### src/rtl/hazard_stall_unit.sv
// hazard_stall_unit: producer-side hazard tracking for the 5-stage MIPS pipeline.
// Holds {A3, RegWrite, Tnew} for every in-flight producer in E/M/W, compares
// them against the D-stage consumer's Tuse, and owns the HI/LO busy counter.
//
// Stall semantics: stall is a pure combinational OR of the rs, rt and md
// terms. While stall=1 the upstream pipeline holds PC and F/D, and this block
// injects an all-zero bubble into the E slot. The D instruction is accepted
// on the first rising edge where stall=0.
module hazard_stall_unit #(
  parameter int MULT_CYCLES = 5,
  parameter int DIV_CYCLES  = 10,
  parameter int CNT_W       = 4
) (
  input  logic       clk,
  input  logic       reset,
  input  logic [4:0] D_A1,
  input  logic [4:0] D_A2,
  input  logic [1:0] D_Tuse_rs,
  input  logic [1:0] D_Tuse_rt,
  input  logic [4:0] D_A3,
  input  logic       D_RegWrite,
  input  logic [1:0] D_Tnew,
  input  logic       D_md_use,
  input  logic       D_md_start,
  input  logic       D_md_div,
  output logic       stall,
  output logic [4:0] E_A3,
  output logic [4:0] M_A3,
  output logic [4:0] W_A3,
  output logic       E_RegWrite,
  output logic       M_RegWrite,
  output logic       W_RegWrite,
  output logic       md_busy
);

  typedef struct packed {
    logic [4:0] a3;
    logic       rw;
    logic [1:0] tnew;
  } slot_t;

  localparam slot_t SLOT_CLEAR = '{a3: 5'd0, rw: 1'b0, tnew: 2'd0};

  slot_t            e_q, e_d;
  slot_t            m_q, m_d;
  // W keeps only A3/RegWrite: its Tnew is always 0 and never feeds a stall.
  logic [4:0]       w_a3_q, w_a3_d;
  logic             w_rw_q, w_rw_d;
  logic             e_md_start_q, e_md_start_d;
  logic             e_md_div_q, e_md_div_d;
  logic [CNT_W-1:0] busy_q, busy_d;

  logic             stall_rs;
  logic             stall_rt;
  logic             stall_md;

  function automatic logic [1:0] dec_sat(input logic [1:0] t);
    return (t == 2'd0) ? 2'd0 : t - 2'd1;
  endfunction

  // True when an operand read at Tuse cannot be satisfied by forwarding from E or M.
  function automatic logic src_hazard(input logic [4:0] a, input logic [1:0] tuse,
                                      input slot_t e, input slot_t m);
    logic hit_e;
    logic hit_m;
    hit_e = e.rw && (e.a3 == a) && (e.tnew > tuse);
    hit_m = m.rw && (m.a3 == a) && (m.tnew > tuse);
    return (a != 5'd0) && (tuse != 2'd3) && (hit_e || hit_m);
  endfunction

  // Stall decision: single OR of all causes, no memory between cycles.
  always_comb begin
    stall_rs = src_hazard(D_A1, D_Tuse_rs, e_q, m_q);
    stall_rt = src_hazard(D_A2, D_Tuse_rt, e_q, m_q);
    stall_md = D_md_use && ((busy_q != '0) || e_md_start_q);
    stall    = stall_rs || stall_rt || stall_md;
  end

  // Next-state for the slot shift and the busy counter.
  always_comb begin
    e_d          = SLOT_CLEAR;
    e_md_start_d = 1'b0;
    e_md_div_d   = 1'b0;
    if (!stall) begin
      // $0 is never reported as a producer; A3 is zeroed when nothing is written.
      e_d.a3       = (D_RegWrite && (D_A3 != 5'd0)) ? D_A3 : 5'd0;
      e_d.rw       = D_RegWrite;
      e_d.tnew     = D_Tnew;
      e_md_start_d = D_md_start;
      e_md_div_d   = D_md_start && D_md_div;
    end

    m_d      = e_q;
    m_d.tnew = dec_sat(e_q.tnew);
    w_a3_d   = m_q.a3;
    w_rw_d   = m_q.rw;

    if (e_md_start_q) begin
      busy_d = e_md_div_q ? CNT_W'(DIV_CYCLES) : CNT_W'(MULT_CYCLES);
    end else if (busy_q != '0) begin
      busy_d = busy_q - CNT_W'(1);
    end else begin
      busy_d = '0;
    end
  end

  // State registers; reset clears every slot and the busy counter on the same edge.
  always_ff @(posedge clk) begin
    if (reset) begin
      e_q          <= SLOT_CLEAR;
      m_q          <= SLOT_CLEAR;
      w_a3_q       <= 5'd0;
      w_rw_q       <= 1'b0;
      e_md_start_q <= 1'b0;
      e_md_div_q   <= 1'b0;
      busy_q       <= '0;
    end else begin
      e_q          <= e_d;
      m_q          <= m_d;
      w_a3_q       <= w_a3_d;
      w_rw_q       <= w_rw_d;
      e_md_start_q <= e_md_start_d;
      e_md_div_q   <= e_md_div_d;
      busy_q       <= busy_d;
    end
  end

  assign E_A3       = e_q.a3;
  assign E_RegWrite = e_q.rw;
  assign M_A3       = m_q.a3;
  assign M_RegWrite = m_q.rw;
  assign W_A3       = w_a3_q;
  assign W_RegWrite = w_rw_q;
  assign md_busy    = (busy_q != '0);

endmodule

### config.mk
export PLATFORM = sky130hd
export DESIGN_NAME = hazard_stall_unit
export DESIGN_NICKNAME = d
export VERILOG_FILES = /design/src/rtl/hazard_stall_unit.sv
export SDC_FILE = /design/constraint.sdc
export NUM_CORES = 1
export LEC_CHECK = 0
export BUFFER_PORTS_ARGS = -buffer_cell sky130_fd_sc_hd__buf_4
export CORE_AREA = 4 4 45 76
export DETAILED_ROUTE_END_ITERATION = 8
export DIE_AREA = 0 0 49 80
export HOLD_SLACK_MARGIN = 0.02
export PLACE_DENSITY = 0.92
export SYNTH_ARGS = -nofsm -noshare
export SYNTH_HDL_FRONTEND = slang
export SYNTH_SLANG_ARGS = --single-unit
### constraint.sdc
create_clock -name clk -period 4.05 [get_ports clk]
set_input_delay 0.2025 -clock clk [delete_from_list [all_inputs] [get_ports clk]]
set_output_delay 0.2025 -clock clk [all_outputs]
set_load 0.02 [all_outputs]
-- Yosys cells after proc, flatten, opt, wreduce, memory -nomap -nowiden
Index checks and enable logic that the tools add are counted.
- $add $sub $neg: 2
- bitwise operators: 1
- muxes and demuxes: 3
- eq/ne operators: 6
- div/mod/pow operators: 0
- $mul: 0
- reductions and logical operators: 28
- $lt $le $gt $ge: 4
- shifts and indexed selects: 0
- operator list (operator ; count):
    == test 5 bit ; 4
    logical AND 1 bit ; 15
    nonzero test 5 bit ; 3
    2-to-1 mux 4 bit ; 3
    greater-than comparator 2 bit ; 4
    logical OR 1 bit ; 5
    inequality test 2 bit, second input constant ; 2
    nonzero test 4 bit ; 1
    OR reduction 2 bit ; 2
    subtractor 4 x 1 -> 4 bit, second input constant ; 1
    OR reduction 3 bit ; 1
    logical NOT 2 bit ; 1
    subtractor 2 x 1 -> 2 bit, second input constant ; 1
    NOT 1 bit ; 1
- output and inout bits: 20
- logic and storage cells: 55
- bits in latches: 0
- memories: 0
- register bits: 28
- RAM bits: 0
- ROM bits: 0

-- Logic depth before layout (Yosys ltp)
- depth in word-level cells: 8
- gate-level depth with buffers: 8
- gate-level depth less buffers: 7

-- Worst setup path before layout
No wires, ideal clock.
- kind: register to output
- start point: reg e_q[0] (netlist bit)
- end point: out stall
- path slack: 2.040 ns
- cell stages (with the launch flop): 9
- arrival time: 1.807 ns
- data required time: 3.848 ns
- path through: dfxtp_1 inv_1 ha_1 nand2_1 nand3_1 or4_1 a221oi_2 buf_6 a211o_1
- longest elaborated chain between the ends: 6
- elaborated cells between the ends (all ways): 10
- those cells by class: 2 x order compare; 8 x reduce/logical
- RTL lines (item ; RTL line ; text):
    start: declaration ; 44 ; slot_t e_q, e_d;
    start signal: assignment ; 110 ; e_q <= SLOT_CLEAR;
    start signal: assignment ; 118 ; e_q <= e_d;
    greater-than comparator 2 bit ; 66 ; hit_e = e.rw && (e.a3 == a) && (e.tnew > tuse);
    logical AND 1 bit ; 66 ;
    logical OR 1 bit ; 68 ; return (a != 5'd0) && (tuse != 2'd3) && (hit_e || hit_m);
    logical AND 1 bit ; 68 ;
    logical OR 1 bit * (2 in series) ; 76 ; stall = stall_rs || stall_rt || stall_md;
    end: declaration ; 26 ; output logic stall,
Every way passes the cells marked *; elsewhere a longest branch is shown, timed or not.

-- Final worst setup path
Same ends and word-level chain as after synthesis.

==> impl_metrics.xml <==
<?xml version="1.0" encoding="UTF-8"?>
<metrics>
  <group name="yosys">
    <metric name="post-synth-top-area-cell" unit="">sky130_fd_sc_hd__dfxtp_1</metric>
    <metric name="syn-mean-instance-area" unit="µm²">9.41</metric>
    <metric name="netlist_area" unit="µm²">1470</metric>
    <metric name="unique_cell_type_count_in_the_yosys_netlist" unit="">29</metric>
    <metric name="synth.ff_latch_count" unit="">28</metric>
    <metric name="mappedNetlistNets" unit="">192</metric>
    <metric name="synth.yosys.warnings" unit="">0</metric>
    <metric name="synth_area_leaders" unit="">sky130_fd_sc_hd__dfxtp_1, sky130_fd_sc_hd__xnor2_1, sky130_fd_sc_hd__ha_1, sky130_fd_sc_hd__buf_4, sky130_fd_sc_hd__nor2b_1</metric>
    <metric name="syn-instance-count" unit="">156</metric>
    <metric name="yosys.area.top_type_share" unit="">0.382</metric>
    <metric name="synth_sequential_area_ratio" unit="">0.382</metric>
  </group>
  <group name="worst_setup_path">
    <metric name="critPathArrivalTime" unit="ns">2.57</metric>
    <metric name="cp_launch_point" unit="">e_q[0]</metric>
    <metric name="startpoint_kind_of_the_worst_setup_timing_path" unit="">flop</metric>
    <metric name="slack_of_the_worst_reg_to_reg_path" unit="ns">1.76</metric>
    <metric name="setup.worst_path.end_class" unit="">primary output</metric>
    <metric name="timing.critical_path.fanout_max" unit="">11</metric>
    <metric name="timing.rr.start" unit="">e_q[0]</metric>
    <metric name="required_time_reported_for_the_critical_path_endpoint" unit="ns">3.85</metric>
    <metric name="setup.worst_path.class" unit="">flop to primary output</metric>
  </group>
  <group name="finish">
    <metric name="final.fill_count" unit="">223</metric>
    <metric name="antenna-diode-count" unit="">0</metric>
    <metric name="most_common_library_cell_in_the_layout_ignoring_fill_and_taps" unit="">sky130_fd_sc_hd__buf_4</metric>
    <metric name="register_area" unit="µm²">561</metric>
    <metric name="design.final.nets" unit="">229</metric>
    <metric name="area_occupied_by_multi_input_gates" unit="µm²">761</metric>
    <metric name="synthToLayoutAreaGrowth" unit="%">23.5</metric>
    <metric name="commonest_non_fill_non_tap_cells_in_the_layout" unit="">sky130_fd_sc_hd__buf_4, sky130_fd_sc_hd__dfxtp_1, sky130_fd_sc_hd__xnor2_1</metric>
    <metric name="post_route_cells_drive_above_1_share" unit="">0.292</metric>
  </group>
  <group name="global_routing">
    <metric name="grt_antenna_before_repair" unit="">0</metric>
    <metric name="grt_use_met1" unit="">0.182</metric>
    <metric name="global_route.usage.met3" unit="">0.0224</metric>
    <metric name="grt_pass1_wl" unit="µm">5420</metric>
    <metric name="via_count_of_the_first_global_routing_pass" unit="">1229</metric>
    <metric name="most_congested_layer_reported_by_global_routing" unit="">met2</metric>
    <metric name="track_usage" unit="">0.174</metric>
    <metric name="met2_usage" unit="">0.334</metric>
    <metric name="global_route.overflow_total" unit="">0</metric>
    <metric name="grt_max_degree" unit="">24</metric>
  </group>
  <group name="detailed_routing">
    <metric name="route.detailed.vias_per_inst" unit="">5.46</metric>
    <metric name="drt_pass1_iterations" unit="">4</metric>
    <metric name="vias_post_dr" unit="">1195</metric>
    <metric name="drc" unit="">0</metric>
    <metric name="wire_per_inst" unit="µm">14.7</metric>
    <metric name="final_antenna_net_count" unit="">0</metric>
    <metric name="wl" unit="µm">3210</metric>
    <metric name="drtIter0Drc" unit="">27</metric>
  </group>
  <group name="min_path">
    <metric name="hold_path_class" unit="">input port to flop</metric>
    <metric name="min_from" unit="">D_Tnew[0]</metric>
  </group>
  <group name="floorplan">
    <metric name="floorplan.die_area" unit="µm²">3920</metric>
    <metric name="ioPinCount" unit="">47</metric>
    <metric name="core_area" unit="µm²">2750</metric>
    <metric name="die_y" unit="µm">80</metric>
    <metric name="rows" unit="">25</metric>
    <metric name="floorplan.die.width" unit="µm">49</metric>
    <metric name="starting_density_of_the_core" unit="">0.533</metric>
  </group>
  <group name="clock_tree">
    <metric name="setup_repair_bufs_after_cts" unit="">0</metric>
    <metric name="cts_inserted_buffers" unit="">3</metric>
    <metric name="clk_pin_slew_worst_paths" unit="ns">0.09</metric>
    <metric name="ctsRootBufferMaster" unit="">sky130_fd_sc_hd__clkbuf_8</metric>
    <metric name="clock_sinks" unit="">28</metric>
    <metric name="cts_tree" unit="">yes</metric>
    <metric name="cts_max_level" unit="">1</metric>
    <metric name="cts_resized" unit="">0</metric>
    <metric name="number_of_buffers_between_clock_root_and_the_deepest_sink" unit="">2</metric>
    <metric name="insertion_delay" unit="ns">0.28</metric>
    <metric name="cts.hold.buffers_added" unit="">0</metric>
  </group>
  <group name="placement">
    <metric name="gp_routability_congestion" unit="">0.828</metric>
    <metric name="detailedPlacementHpwl" unit="µm">2590</metric>
    <metric name="placement.setup.worst_slack" unit="ns">1.61</metric>
    <metric name="portBuffers" unit="">46</metric>
  </group>
  <group name="timing">
    <metric name="final.hold.worst_slack" unit="ns">0.183</metric>
    <metric name="tns" unit="ns">0</metric>
    <metric name="timing.final.setup_violations" unit="">0</metric>
    <metric name="timing_max_transition_violations_final" unit="">0</metric>
    <metric name="slew_headroom" unit="">0.434</metric>
    <metric name="final_setup_skew" unit="ns">0.00452</metric>
    <metric name="finalCritPeriodShare" unit="">0.686</metric>
    <metric name="actual_slew_at_the_worst_max_slew_pin" unit="ns">0.849</metric>
    <metric name="worst_slack_setup_final" unit="ns">1.27</metric>
    <metric name="layout_min_cycle_time" unit="ns">2.78</metric>
    <metric name="fmax" unit="GHz">0.360</metric>
    <metric name="report.final.hold_viol_count" unit="">0</metric>
    <metric name="grt_setup_unrepaired" unit="">no</metric>
  </group>
  <group name="power_and_ir_drop">
    <metric name="leak_pwr" unit="nW">0.784</metric>
    <metric name="cell_internal_power_dissipation" unit="mW">0.488</metric>
    <metric name="net-switching-power" unit="mW">0.163</metric>
    <metric name="power.combinational.fraction" unit="">0.196</metric>
    <metric name="power.share.clock" unit="">0.337</metric>
    <metric name="switching_share" unit="">0.250</metric>
    <metric name="power_density" unit="nW/µm²">359</metric>
    <metric name="max-vdd-ir-drop" unit="µV">232</metric>
    <metric name="seqPwrFrac" unit="">0.466</metric>
  </group>
  <group name="job">
    <metric name="cap_violations" unit="">0</metric>
  </group>
  <group name="run_status">
    <metric name="run_status" unit="">completed</metric>
  </group>
</metrics>
## through the flow
| stage | instances | util | area (µm²) | total power, mW |
|---|---|---|---|---|
| CTS | 219 | 0.659 | 1810 | 0.656 |
| global route | 219 | 0.659 | 1810 | 0.678 |
| finish | 219 | 0.659 | 1810 | 0.651 |
| global placement | 215 | 0.633 | 1740 | 0.434 |
| detailed placement | 215 | 0.633 | 1740 | 0.438 |
| floorplan | 156 | - | 1470 | 0.387 |
## final cells by class
type,count,area share
repair buffers,46,0.190
inverters,11,0.0228
multi-input cells,103,0.420
flip-flops and latches,28,0.309
clock buffers,3,0.0228
clock inverters,1,0.0166
well taps,27,0.0186
## sequential cells by signal, summed over array words and instances, names as in the netlist
name	cells
M_RegWrite	1
m_q	2
e_md_start_q	1
e_md_div_q	1
e_q	2
W_A3	5
M_A3	5
busy_q	4
W_RegWrite	1
E_RegWrite	1
E_A3	5
## power groups by stage
stage	logic, mW	registers, mW	clock network (mW)
floorplan	0.0782	0.308	0
global placement	0.124	0.309	0
detailed placement	0.128	0.310	0
CTS	0.129	0.303	0.224
global route	0.142	0.306	0.230
finish	0.128	0.304	0.219
## Yosys cell counts
| cell | number |
|---|---|
| sky130_fd_sc_hd__nor4b_1 | 5 |
| sky130_fd_sc_hd__ha_1 | 9 |
| sky130_fd_sc_hd__or4_4 | 1 |
| sky130_fd_sc_hd__nor3b_1 | 1 |
| sky130_fd_sc_hd__or4_1 | 5 |
| sky130_fd_sc_hd__nor3_1 | 7 |
| sky130_fd_sc_hd__nor2b_1 | 12 |
| sky130_fd_sc_hd__nand3_1 | 8 |
| sky130_fd_sc_hd__clkbuf_1 | 2 |
| sky130_fd_sc_hd__a21oi_1 | 6 |
| sky130_fd_sc_hd__or4_2 | 1 |
| sky130_fd_sc_hd__a221oi_1 | 1 |
| sky130_fd_sc_hd__a22oi_1 | 1 |
| sky130_fd_sc_hd__o21ai_0 | 3 |
| sky130_fd_sc_hd__nand2_1 | 7 |
| sky130_fd_sc_hd__o311ai_0 | 1 |
| sky130_fd_sc_hd__nand4b_1 | 1 |
| sky130_fd_sc_hd__buf_6 | 2 |
| sky130_fd_sc_hd__nand3b_1 | 3 |
| sky130_fd_sc_hd__buf_4 | 10 |
| sky130_fd_sc_hd__nand2b_4 | 1 |
| sky130_fd_sc_hd__inv_1 | 11 |
| sky130_fd_sc_hd__nor2_1 | 6 |
| sky130_fd_sc_hd__a211o_1 | 1 |
| sky130_fd_sc_hd__dfxtp_1 | 28 |
| sky130_fd_sc_hd__nand3b_2 | 1 |
| sky130_fd_sc_hd__xnor2_1 | 16 |
| sky130_fd_sc_hd__xor2_1 | 4 |
| sky130_fd_sc_hd__a221oi_2 | 2 |
## cells by family after synthesis
| family | count (synthesis) | share of synthesized area |
|---|---|---|
| flip-flops | 28 | 0.382 |
| AND/OR/NAND/NOR | 59 | 0.248 |
| buffers and inverters | 25 | 0.0997 |
| AO/OA/AOI/OAI | 15 | 0.0742 |
| adder cells (fa/ha/maj) | 9 | 0.0767 |
| XOR/XNOR | 20 | 0.119 |
## critical path, stage by stage, from the launching register on
cell                       delay, ns
sky130_fd_sc_hd__dfxtp_1        0.35
sky130_fd_sc_hd__inv_1          0.08
sky130_fd_sc_hd__ha_1           0.28
sky130_fd_sc_hd__nand2_1        0.07
sky130_fd_sc_hd__nand3_1        0.06
sky130_fd_sc_hd__or4_1          0.42
sky130_fd_sc_hd__a221oi_2       0.72
sky130_fd_sc_hd__a211o_1        0.18
sky130_fd_sc_hd__buf_4          0.13
## path summary, 6_finish.rpt
path	cells past startpoint	end
hold reg to reg	1	m_q[0]
setup reg to reg	7	e_q[0]
hold / removal	3	e_q[0]
setup / recovery	8	stall
## metal layers
layer	wire length, µm	share of wire
met3	125	0.039
met2	1820	0.57
met1	1210	0.38
met5	0	0
met4	57	0.018
Note: power is estimated with default switching activity, not from simulation.
